$ cat config.mk
export PLATFORM = sky130hd
export DESIGN_NAME = alu_uart_if_flat
export DESIGN_NICKNAME = d
export VERILOG_FILES = /design/src/rtl/alu_uart_if_pkg.sv /design/src/rtl/alu_uart_if_if.sv /design/src/rtl/alu_uart_if_frame_timer.sv /design/src/rtl/alu_uart_if.sv /design/src/flat_wrapper.sv
export SDC_FILE = /design/constraint.sdc
export NUM_CORES = 1
export LEC_CHECK = 0
export ABC_AREA = 1
export CAP_MARGIN = 20
export CELL_PAD_IN_SITES_DETAIL_PLACEMENT = 1
export CELL_PAD_IN_SITES_GLOBAL_PLACEMENT = 2
export CORE_MARGIN = 1.5
export CORE_UTILIZATION = 30
export CTS_BUF_LIST = sky130_fd_sc_hd__clkbuf_4 sky130_fd_sc_hd__clkbuf_8
export DETAILED_ROUTE_END_ITERATION = 8
export GPL_ROUTABILITY_DRIVEN = 0
export PLACE_DENSITY = 0.93
export SYNTH_ARGS = -nofsm -noshare
export SYNTH_HDL_FRONTEND = slang
export SYNTH_SLANG_ARGS = --single-unit
$ cat constraint.sdc
create_clock -name i_clk -period 3.45 [get_ports i_clk]
set_clock_uncertainty 0.05 [all_clocks]
set_input_delay 0.69 -clock i_clk [delete_from_list [all_inputs] [get_ports i_clk]]
set_output_delay 0.69 -clock i_clk [all_outputs]
set_load 0.02 [all_outputs]
$ cat src/rtl/alu_uart_if_pkg.sv
// Shared ALU opcode encodings, frame FSM state encoding and opcode validity helper.
// Used by alu_uart_if and by the ALU itself.
package alu_pkg;

  localparam int unsigned OP_W = 6;

  localparam logic [OP_W-1:0] OP_ADD = 6'b100000;
  localparam logic [OP_W-1:0] OP_SUB = 6'b100010;
  localparam logic [OP_W-1:0] OP_AND = 6'b100100;
  localparam logic [OP_W-1:0] OP_OR  = 6'b100101;
  localparam logic [OP_W-1:0] OP_XOR = 6'b100110;
  localparam logic [OP_W-1:0] OP_SRA = 6'b000011;
  localparam logic [OP_W-1:0] OP_SRL = 6'b000010;
  localparam logic [OP_W-1:0] OP_NOR = 6'b100111;

  typedef enum logic [2:0] {
    ST_IDLE     = 3'd0,
    ST_GET_B    = 3'd1,
    ST_GET_OP   = 3'd2,
    ST_EXEC     = 3'd3,
    ST_SEND_RES = 3'd4,
    ST_WAIT_RES = 3'd5,
    ST_SEND_FLG = 3'd6,
    ST_WAIT_FLG = 3'd7
  } state_e;

  function automatic logic is_alu_op(input logic [OP_W-1:0] code);
    logic ok;
    case (code)
      OP_ADD, OP_SUB, OP_AND, OP_OR,
      OP_XOR, OP_SRA, OP_SRL, OP_NOR: ok = 1'b1;
      default:                        ok = 1'b0;
    endcase
    return ok;
  endfunction

endpackage

$ cat src/rtl/alu_uart_if_if.sv
// Byte/ALU bus between the UART frame controller (slave) and its environment (master).
interface alu_uart_if_if #(
  parameter int unsigned NB_DATA = 8,
  parameter int unsigned NB_OP   = 6
);
  logic [NB_DATA-1:0] i_rx_data;
  logic               i_rx_done;
  logic               i_tx_done;
  logic [NB_DATA-1:0] o_tx_data;
  logic               o_tx_start;
  logic [NB_DATA-1:0] o_alu_a;
  logic [NB_DATA-1:0] o_alu_b;
  logic [NB_OP-1:0]   o_alu_op;
  logic [NB_DATA-1:0] i_alu_result;
  logic               i_alu_carry;
  logic               o_error;

  modport slave (
    input  i_rx_data, i_rx_done, i_tx_done, i_alu_result, i_alu_carry,
    output o_tx_data, o_tx_start, o_alu_a, o_alu_b, o_alu_op, o_error
  );

  modport master (
    output i_rx_data, i_rx_done, i_tx_done, i_alu_result, i_alu_carry,
    input  o_tx_data, o_tx_start, o_alu_a, o_alu_b, o_alu_op, o_error
  );
endinterface

$ cat src/rtl/alu_uart_if_frame_timer.sv
// Inter-byte idle counter: clears on request, counts while enabled, flags TIMEOUT-1 reached.
module frame_timer #(
  parameter int unsigned TIMEOUT = 100000
) (
  input  logic clk_i,
  input  logic rst_i,
  input  logic clear_i,
  input  logic enable_i,
  output logic expire_o
);
  localparam int unsigned CNT_W = (TIMEOUT > 1) ? $clog2(TIMEOUT) : 1;
  localparam logic [CNT_W-1:0] LIMIT = CNT_W'(TIMEOUT - 1);

  logic [CNT_W-1:0] count_q;
  logic [CNT_W-1:0] count_d;
  logic             at_limit;

  assign at_limit = (count_q == LIMIT);
  assign expire_o = enable_i && at_limit;

  always_comb begin
    count_d = count_q;
    if (clear_i) begin
      count_d = '0;
    end else if (enable_i && !at_limit) begin
      count_d = count_q + CNT_W'(1);
    end
  end

  always_ff @(posedge clk_i) begin
    if (rst_i) begin
      count_q <= '0;
    end else begin
      count_q <= count_d;
    end
  end
endmodule

$ cat src/rtl/alu_uart_if.sv
// UART frame controller: collects A, B, OP bytes, drives the ALU and transmits the result.
// Define ALU_UART_IF_CARRY_TX_EN to also transmit a carry flag byte after the result.
module alu_uart_if #(
  parameter int unsigned NB_DATA = 8,
  parameter int unsigned NB_OP   = 6,
  parameter int unsigned TIMEOUT = 100000
) (
  input  logic          i_clk,
  input  logic          i_reset,
  alu_uart_if_if.slave  bus
);
  import alu_pkg::*;

  state_e             state_q, state_d;
  logic [NB_DATA-1:0] a_q, a_d;
  logic [NB_DATA-1:0] b_q, b_d;
  logic [NB_OP-1:0]   op_q, op_d;
  logic [NB_DATA-1:0] tx_data_q, tx_data_d;
  logic               tx_start_q, tx_start_d;
  logic               error_q, error_d;
  logic               timer_clear, timer_en, timer_expire;
  logic               op_valid;

`ifdef ALU_UART_IF_CARRY_TX_EN
  logic               carry_q, carry_d;
`else
  logic               unused_carry;
  assign unused_carry = bus.i_alu_carry;
`endif

  frame_timer #(.TIMEOUT(TIMEOUT)) u_frame_timer (
    .clk_i    (i_clk),
    .rst_i    (i_reset),
    .clear_i  (timer_clear),
    .enable_i (timer_en),
    .expire_o (timer_expire)
  );

  // Opcode byte must have all bits above the opcode field clear.
  assign op_valid = (bus.i_rx_data[NB_DATA-1:OP_W] == '0) &&
                    is_alu_op(bus.i_rx_data[OP_W-1:0]);

  always_comb begin
    state_d     = state_q;
    a_d         = a_q;
    b_d         = b_q;
    op_d        = op_q;
    tx_data_d   = tx_data_q;
    error_d     = 1'b0;
    timer_clear = 1'b1;
    timer_en    = 1'b0;
`ifdef ALU_UART_IF_CARRY_TX_EN
    carry_d     = carry_q;
`endif

    case (state_q)
      ST_IDLE: begin
        if (bus.i_rx_done) begin
          a_d     = bus.i_rx_data;
          state_d = ST_GET_B;
        end
      end
      ST_GET_B: begin
        timer_clear = bus.i_rx_done;
        timer_en    = 1'b1;
        if (bus.i_rx_done) begin
          b_d     = bus.i_rx_data;
          state_d = ST_GET_OP;
        end else if (timer_expire) begin
          error_d = 1'b1;
          state_d = ST_IDLE;
        end
      end
      ST_GET_OP: begin
        timer_clear = bus.i_rx_done;
        timer_en    = 1'b1;
        if (bus.i_rx_done) begin
          if (op_valid) begin
            op_d    = NB_OP'(bus.i_rx_data[OP_W-1:0]);
            state_d = ST_EXEC;
          end else begin
            error_d = 1'b1;
            state_d = ST_IDLE;
          end
        end else if (timer_expire) begin
          error_d = 1'b1;
          state_d = ST_IDLE;
        end
      end
      ST_EXEC: begin
        tx_data_d = bus.i_alu_result;
`ifdef ALU_UART_IF_CARRY_TX_EN
        carry_d   = bus.i_alu_carry;
`endif
        state_d   = ST_SEND_RES;
      end
      ST_SEND_RES: state_d = ST_WAIT_RES;
      ST_WAIT_RES: begin
        if (bus.i_tx_done) begin
`ifdef ALU_UART_IF_CARRY_TX_EN
          tx_data_d = NB_DATA'(carry_q);
          state_d   = ST_SEND_FLG;
`else
          state_d   = ST_IDLE;
`endif
        end
      end
`ifdef ALU_UART_IF_CARRY_TX_EN
      ST_SEND_FLG: state_d = ST_WAIT_FLG;
      ST_WAIT_FLG: begin
        if (bus.i_tx_done) begin
          state_d = ST_IDLE;
        end
      end
`endif
      default: state_d = ST_IDLE;
    endcase

    // Start pulse is registered so it is high exactly while in a SEND state.
    tx_start_d = (state_d == ST_SEND_RES) || (state_d == ST_SEND_FLG);
  end

  always_ff @(posedge i_clk) begin
    if (i_reset) begin
      state_q    <= ST_IDLE;
      a_q        <= '0;
      b_q        <= '0;
      op_q       <= '0;
      tx_data_q  <= '0;
      tx_start_q <= 1'b0;
      error_q    <= 1'b0;
`ifdef ALU_UART_IF_CARRY_TX_EN
      carry_q    <= 1'b0;
`endif
    end else begin
      state_q    <= state_d;
      a_q        <= a_d;
      b_q        <= b_d;
      op_q       <= op_d;
      tx_data_q  <= tx_data_d;
      tx_start_q <= tx_start_d;
      error_q    <= error_d;
`ifdef ALU_UART_IF_CARRY_TX_EN
      carry_q    <= carry_d;
`endif
    end
  end

  assign bus.o_alu_a    = a_q;
  assign bus.o_alu_b    = b_q;
  assign bus.o_alu_op   = op_q;
  assign bus.o_tx_data  = tx_data_q;
  assign bus.o_tx_start = tx_start_q;
  assign bus.o_error    = error_q;
endmodule

$ cat src/flat_wrapper.sv
// flat-port wrapper written by rule: the top's interface ports become plain ports
module alu_uart_if_flat import alu_pkg::*;
#(
  parameter int unsigned NB_DATA = 8,
  parameter int unsigned NB_OP   = 6,
  parameter int unsigned TIMEOUT = 100000
)
  (i_clk, i_reset, bus_i_rx_data, bus_i_rx_done, bus_i_tx_done, bus_i_alu_result, bus_i_alu_carry, bus_o_tx_data, bus_o_tx_start, bus_o_alu_a, bus_o_alu_b, bus_o_alu_op, bus_o_error);
  alu_uart_if_if #(.NB_DATA(NB_DATA), .NB_OP(NB_OP)) bus_i ();
  input  logic i_clk;
  input  logic i_reset;
  input wire logic [$bits(bus_i.i_rx_data)-1:0] bus_i_rx_data;
  input wire logic [$bits(bus_i.i_rx_done)-1:0] bus_i_rx_done;
  input wire logic [$bits(bus_i.i_tx_done)-1:0] bus_i_tx_done;
  input wire logic [$bits(bus_i.i_alu_result)-1:0] bus_i_alu_result;
  input wire logic [$bits(bus_i.i_alu_carry)-1:0] bus_i_alu_carry;
  output wire logic [$bits(bus_i.o_tx_data)-1:0] bus_o_tx_data;
  output wire logic [$bits(bus_i.o_tx_start)-1:0] bus_o_tx_start;
  output wire logic [$bits(bus_i.o_alu_a)-1:0] bus_o_alu_a;
  output wire logic [$bits(bus_i.o_alu_b)-1:0] bus_o_alu_b;
  output wire logic [$bits(bus_i.o_alu_op)-1:0] bus_o_alu_op;
  output wire logic [$bits(bus_i.o_error)-1:0] bus_o_error;
  assign bus_i.i_rx_data = bus_i_rx_data;
  assign bus_i.i_rx_done = bus_i_rx_done;
  assign bus_i.i_tx_done = bus_i_tx_done;
  assign bus_i.i_alu_result = bus_i_alu_result;
  assign bus_i.i_alu_carry = bus_i_alu_carry;
  assign bus_o_tx_data = bus_i.o_tx_data;
  assign bus_o_tx_start = bus_i.o_tx_start;
  assign bus_o_alu_a = bus_i.o_alu_a;
  assign bus_o_alu_b = bus_i.o_alu_b;
  assign bus_o_alu_op = bus_i.o_alu_op;
  assign bus_o_error = bus_i.o_error;
  alu_uart_if #(.NB_DATA(NB_DATA), .NB_OP(NB_OP), .TIMEOUT(TIMEOUT)) u_core (.i_clk(i_clk), .i_reset(i_reset), .bus(bus_i));
endmodule
; ---- Word-level counts from Yosys, hierarchy flattened
; Cells that the tools add are included.
[classes]
eq_ne = 16
n_mux = 15
n_reduce_logical = 13
add_sub_neg = 1
[ops]
columns = cell, count
row1 = "== test 6 bit, second input constant", 6
row2 = one-hot mux 3 bit (6 select lines), 1
row3 = "adder 17 x 1 -> 17 bit, second input constant", 1
row4 = "== test 17 bit, second input constant", 1
row5 = two-way mux 3 bit, 5
row6 = "== test 3 bit, second input constant", 4
row7 = "== test 6 x 2 -> 1 bit, second input constant", 2
row8 = OR reduction 8 bit, 1
row9 = two-way mux 1 bit, 7
row10 = "== test 3 x 2 -> 1 bit, second input constant", 2
row11 = AND reduction 2 bit, 2
row12 = OR reduction 2 bit, 2
row13 = "== test 3 x 1 -> 1 bit, second input constant", 1
row14 = logical AND 1 bit, 3
row15 = zero test 3 bit, 1
row16 = AND reduction 3 bit, 1
row17 = zero test 2 bit, 1
row18 = two-way mux 2 bit, 1
row19 = one-hot mux 1 bit (2 select lines), 1
row20 = zero test 1 bit, 1
row21 = logical OR 1 bit, 1
[totals]
output_inout_bits = 32
inputBits = 21
regBits = 52
elab_cells = 53

; ---- Depth between registers and ports, before layout
[depth]
depth_word = 9
mapped_depth = 9
mapped_depth_nobuf = 9

; ---- By module
; From an unflattened synthesis, not the netlist that was laid out.
[hier_totals]
cells_unflattened = 349
area_unflattened_um2 = 2442.3
[modules_own_cells]
columns = module, area_each_um2, instances, cells_per_inst, seq_area_each_um2
row1 = alu_uart_if, 1426.4, 1, 189, 700.7
row2 = frame_timer, 1016.0, 1, 160, 340.3

; ---- Least setup slack after synthesis
; No wires, ideal clock.
[synth_timing]
path_type = input port to flip-flop
start = input bus_i_rx_done
end = register u_core.a_q[1], in the netlist u_core.bus.o_alu_a[1]
t_arrival_ns = 1.476
stages = 5
setup_time_ns = 0.120
n_path_buf = 1
setup_slack_ns = 1.804
cell_sequence = clkbuf_1 > nand3_1 > clkinv_1 > o21ai_0 > a21oi_1
[synth_between]
elab_chain_cells = 1
[synth_rtl]
columns = item, line
row1 = "start, declared", flat_wrapper.sv:13  ; input wire logic [$bits(bus_i.i_rx_done)-1:0] bus_i_rx_done;
row2 = AND reduction 2 bit (no source line), n/a
row3 = "end signal, assigned", alu_uart_if.sv:126  ; a_q <= '0;
row4 = "end signal, assigned", alu_uart_if.sv:137  ; a_q <= a_d;
row5 = "end, declared", alu_uart_if.sv:15  ; logic [NB_DATA-1:0] a_q, a_d;
; No other way between the ends.
; A chain may end at the register's enable or synchronous reset.

; ---- Worst setup path after layout
; Ends and elaborated chain as after synthesis.

==> results.md <==
- Status: completed
- R2r startpoint: u_core.u_frame_timer.count_q[0]
- TritonCTS clock tree: yes
- I/O pin count: 53
- Yosys warnings: 0
- Final std cells w/o fill: 518
- Final period util: 60.2%
- R2R setup slack: 1.55 ns
- Period minus WS final: 2.08 ns
- Leakage dissipation: 0.00109 uW
- FP Rows: 32
- Largest net degree at the start of global routing: 25
- Area occupied by multi-input gates: 1240 um2
- Top sig layer: met4
- Largest stage delay on the critical path: 0.56 ns
- Die W: 93.4 um
- Clock Sink Count: 52
- Crit end category: flip-flop
- Layout cells sized above 1: 6.01%
- Post-route ant nets: 0
- Tot GR Track Use: 16.1%
- DR DRC count: 0
- Max-slew violation count: 0
- Crit path launch: bus_i_rx_done
- DR iter-0 viols: 59
- Sequential fraction of the synthesis area: 42.4%
- Dpl hpwl: 4.95 mm
- Buffers on Ports: 51
- Setup Fix Bufs, Post-CTS: 0
- Worst Path Arrival: 2.24 ns
- CP Capture Point: u_core.bus.o_alu_a[1]
- Placed insts: 510
- WS Path Type: input port to flip-flop
- Wire per inst: 12.8 um
- Met3 routed WL: 325 um
- Vias per cell: 4.78
- Min-delay worst type: flip-flop to flip-flop
- Clock transition at path regs: 0.10 ns
- Synth-to-layout area growth: 28.3%
- Number of antenna diodes: 0
- Mapped Cells: 363
- Setup TNS: 0 ns
- Slowest cell on crit path: clkdlybuf4s50_1
- Synth Register Bits: 52
- Core Area: 7810 um2
- Wire length on met1: 3.08 mm
- Crit path launch type: input port
- Worst r2r dst: u_core.u_frame_timer.count_q[9]
- Seq. cell area: 1040 um2
- Nets@finish: 437
- CTS Buf Count: 5
- Crit Path Max Fanout: 10
- PD cells: 372 nW/um2
- FF-to-FF path depth: 8
- Die span in y: 93.4 um
- Global-route wire length before repair: 11.4 mm
- GRT overflow: 0
- Initial antenna violation count: 0
- Slew of the pin with the lowest slew margin: 0.597 ns
- FMAX: 0.482 GHz
- Synthesized area per cell: 6.76 um2
- CP delay by family, top: buffers and inverters
- Final hold vios: 0
- Clock Latency Late Sink: 0.31 ns
- WL met2: 3.20 mm
- Clk buf depth: 2
- Mapped Area: 2450 um2
- Worst VDD drop: 150 uV
- RSZ-0062 raised after global routing: no
- Via count: 2,474
- Mapped Nets: 385
- Die area: 8730 um2
- Max-cap violations: 0
- First-pass detailed-route iteration total: 4
- Initial Utilization: 31.4%
- Total Routed Length: 6.63 mm
- Vias in the first global route: 2,565
- Hold-fix buffers, CTS: 0
- Cells along the critical path: clkdlybuf4s50_1, nand3_1, clkinv_1, o21ai_0, a21oi_1
- H-Tree Depth: 2
- Final setup fails: 0
- WP data required: 3.61 ns
- Layout filler cell count: 1,020
- CP Buf/Inv Count: 2
- Critical path depth in cells: 5
- CTS Root Cell: clkbuf_8
- Core Util, Final: 40.3%
- Slew margin rel.: 60.1%
- Post-cts resize count: 0
- Post-synthesis cell type count: 26
-- state kept, by name (all words and copies together), names as in the netlist --
register	count
u_core.bus.o_alu_a	8
u_core.bus.o_tx_start	1
u_core.u_frame_timer.count_q	17
u_core.bus.o_tx_data	8
u_core.state_q	3
u_core.bus.o_error	1
u_core.bus.o_alu_b	8
u_core.bus.o_alu_op	6
-- logic make-up (layout without fill, tap and decap cells) --
logic type | count (synthesis) | after routing | synth area share (%)
simple gates | 209 | 209 | 36.2
xor+xnor | 4 | 4 | 1.43
buf+inv | 39 | 92 | 6.84
compound gates | 58 | 58 | 12.6
fa+ha+maj | 1 | 1 | 0.510
flops | 52 | 52 | 42.4
-- layout make-up --
cell class | count | share of cell area [%]
Inverter | 31 | 3.70
Sequential cell | 52 | 33.1
Timing Repair Buffer | 53 | 16.7
Clock inverter | 2 | 0.517
Multi-Input combinational cell | 272 | 39.5
Tap cell | 102 | 4.06
Clock buffer | 6 | 2.43
-- power by group --
group | total, uW | internal (uW) | switching [uW] | leakage [uW]
Clock | 375 | 153 | 222 | 0.0000448
Combinational | 166 | 69.9 | 96.6 | 0.000628
Sequential | 630 | 619 | 11.1 | 0.000422
-- layout by cell type, fill, tap and decap left out, types with 5 or more instances in the layout --
cell	count
nor2_2	5
dfxtp_1	52
nand3_1	19
o21ai_0	31
inv_1	27
nand2_1	92
a21oi_1	22
clkdlybuf4s50_1	51
clkbuf_8	5
nor2_1	78
nand4_1	7
-- worst reg2reg max path: stages (launching register included) --
cell and delay, ns:
dfxtp_1 0.47, ha_1 0.32, inv_1 0.08, nor2_2 0.22
nand3_1 0.10, nor2_1 0.26, nor2_4 0.13, nand2_1 0.10
a21oi_2 0.05
-- layer usage --
metal	vias up	global-route usage, %
met1	1171	19.7
li1	1257	-
met4	0	1.14
met2	41	28.9
met3	5	4.96
met5	-	0
-- worst min path at each step --
stage	startpoint	end	slack, ns	depth (start not counted)
3_3_place_gp	u_core.bus.o_alu_op[4]	u_core.bus.o_alu_op[4]	0.38	2
3_5_place_dp	u_core.bus.o_alu_op[3]	u_core.bus.o_alu_op[3]	0.38	2
6_report	u_core.bus.o_alu_op[4]	u_core.bus.o_alu_op[4]	0.40	2
2_1_floorplan	u_core.u_frame_timer.count_q[16]	u_core.u_frame_timer.count_q[16]	0.40	2
4_1_cts	u_core.bus.o_alu_op[4]	u_core.bus.o_alu_op[4]	0.40	2
5_1_grt	u_core.bus.o_alu_op[4]	u_core.bus.o_alu_op[4]	0.43	2
-- synthesized netlist by cell type (all sizes together) --
| cell type | instances | share of area, % |
|---|---|---|
| inv | 28 | 4.3 |
| dfxtp | 52 | 42 |
| ha | 1 | 0.51 |
| o21ai | 31 | 6.3 |
| o211ai | 1 | 0.31 |
| xor2 | 3 | 1.1 |
| nand4 | 7 | 1.8 |
| nand3b | 2 | 0.61 |
| clkinv | 3 | 0.46 |
| nor2 | 84 | 14 |
| nand3 | 20 | 4.6 |
| nor3b | 1 | 0.31 |
| buf | 3 | 1.3 |
| clkbuf | 5 | 0.77 |
| xnor2 | 1 | 0.36 |
| a21oi | 26 | 5.9 |
| nand2 | 95 | 15 |
-- metrics by stage --
| step | total power [uW] | hold WS, ns | worst slack (ns) | area, um2 |
|---|---|---|---|---|
| after floorplan | 737 | 0.403 | 1.80 | 2450 |
| after global placement | 808 | 0.382 | 1.09 | 3050 |
| after detailed placement | 812 | 0.381 | 1.04 | 3050 |
| after CTS | 1190 | 0.403 | 1.38 | 3150 |
| after global routing | 1230 | 0.431 | 1.27 | 3150 |
| final | 1170 | 0.399 | 1.37 | 3150 |
Power figures use the tool's default switching activity.
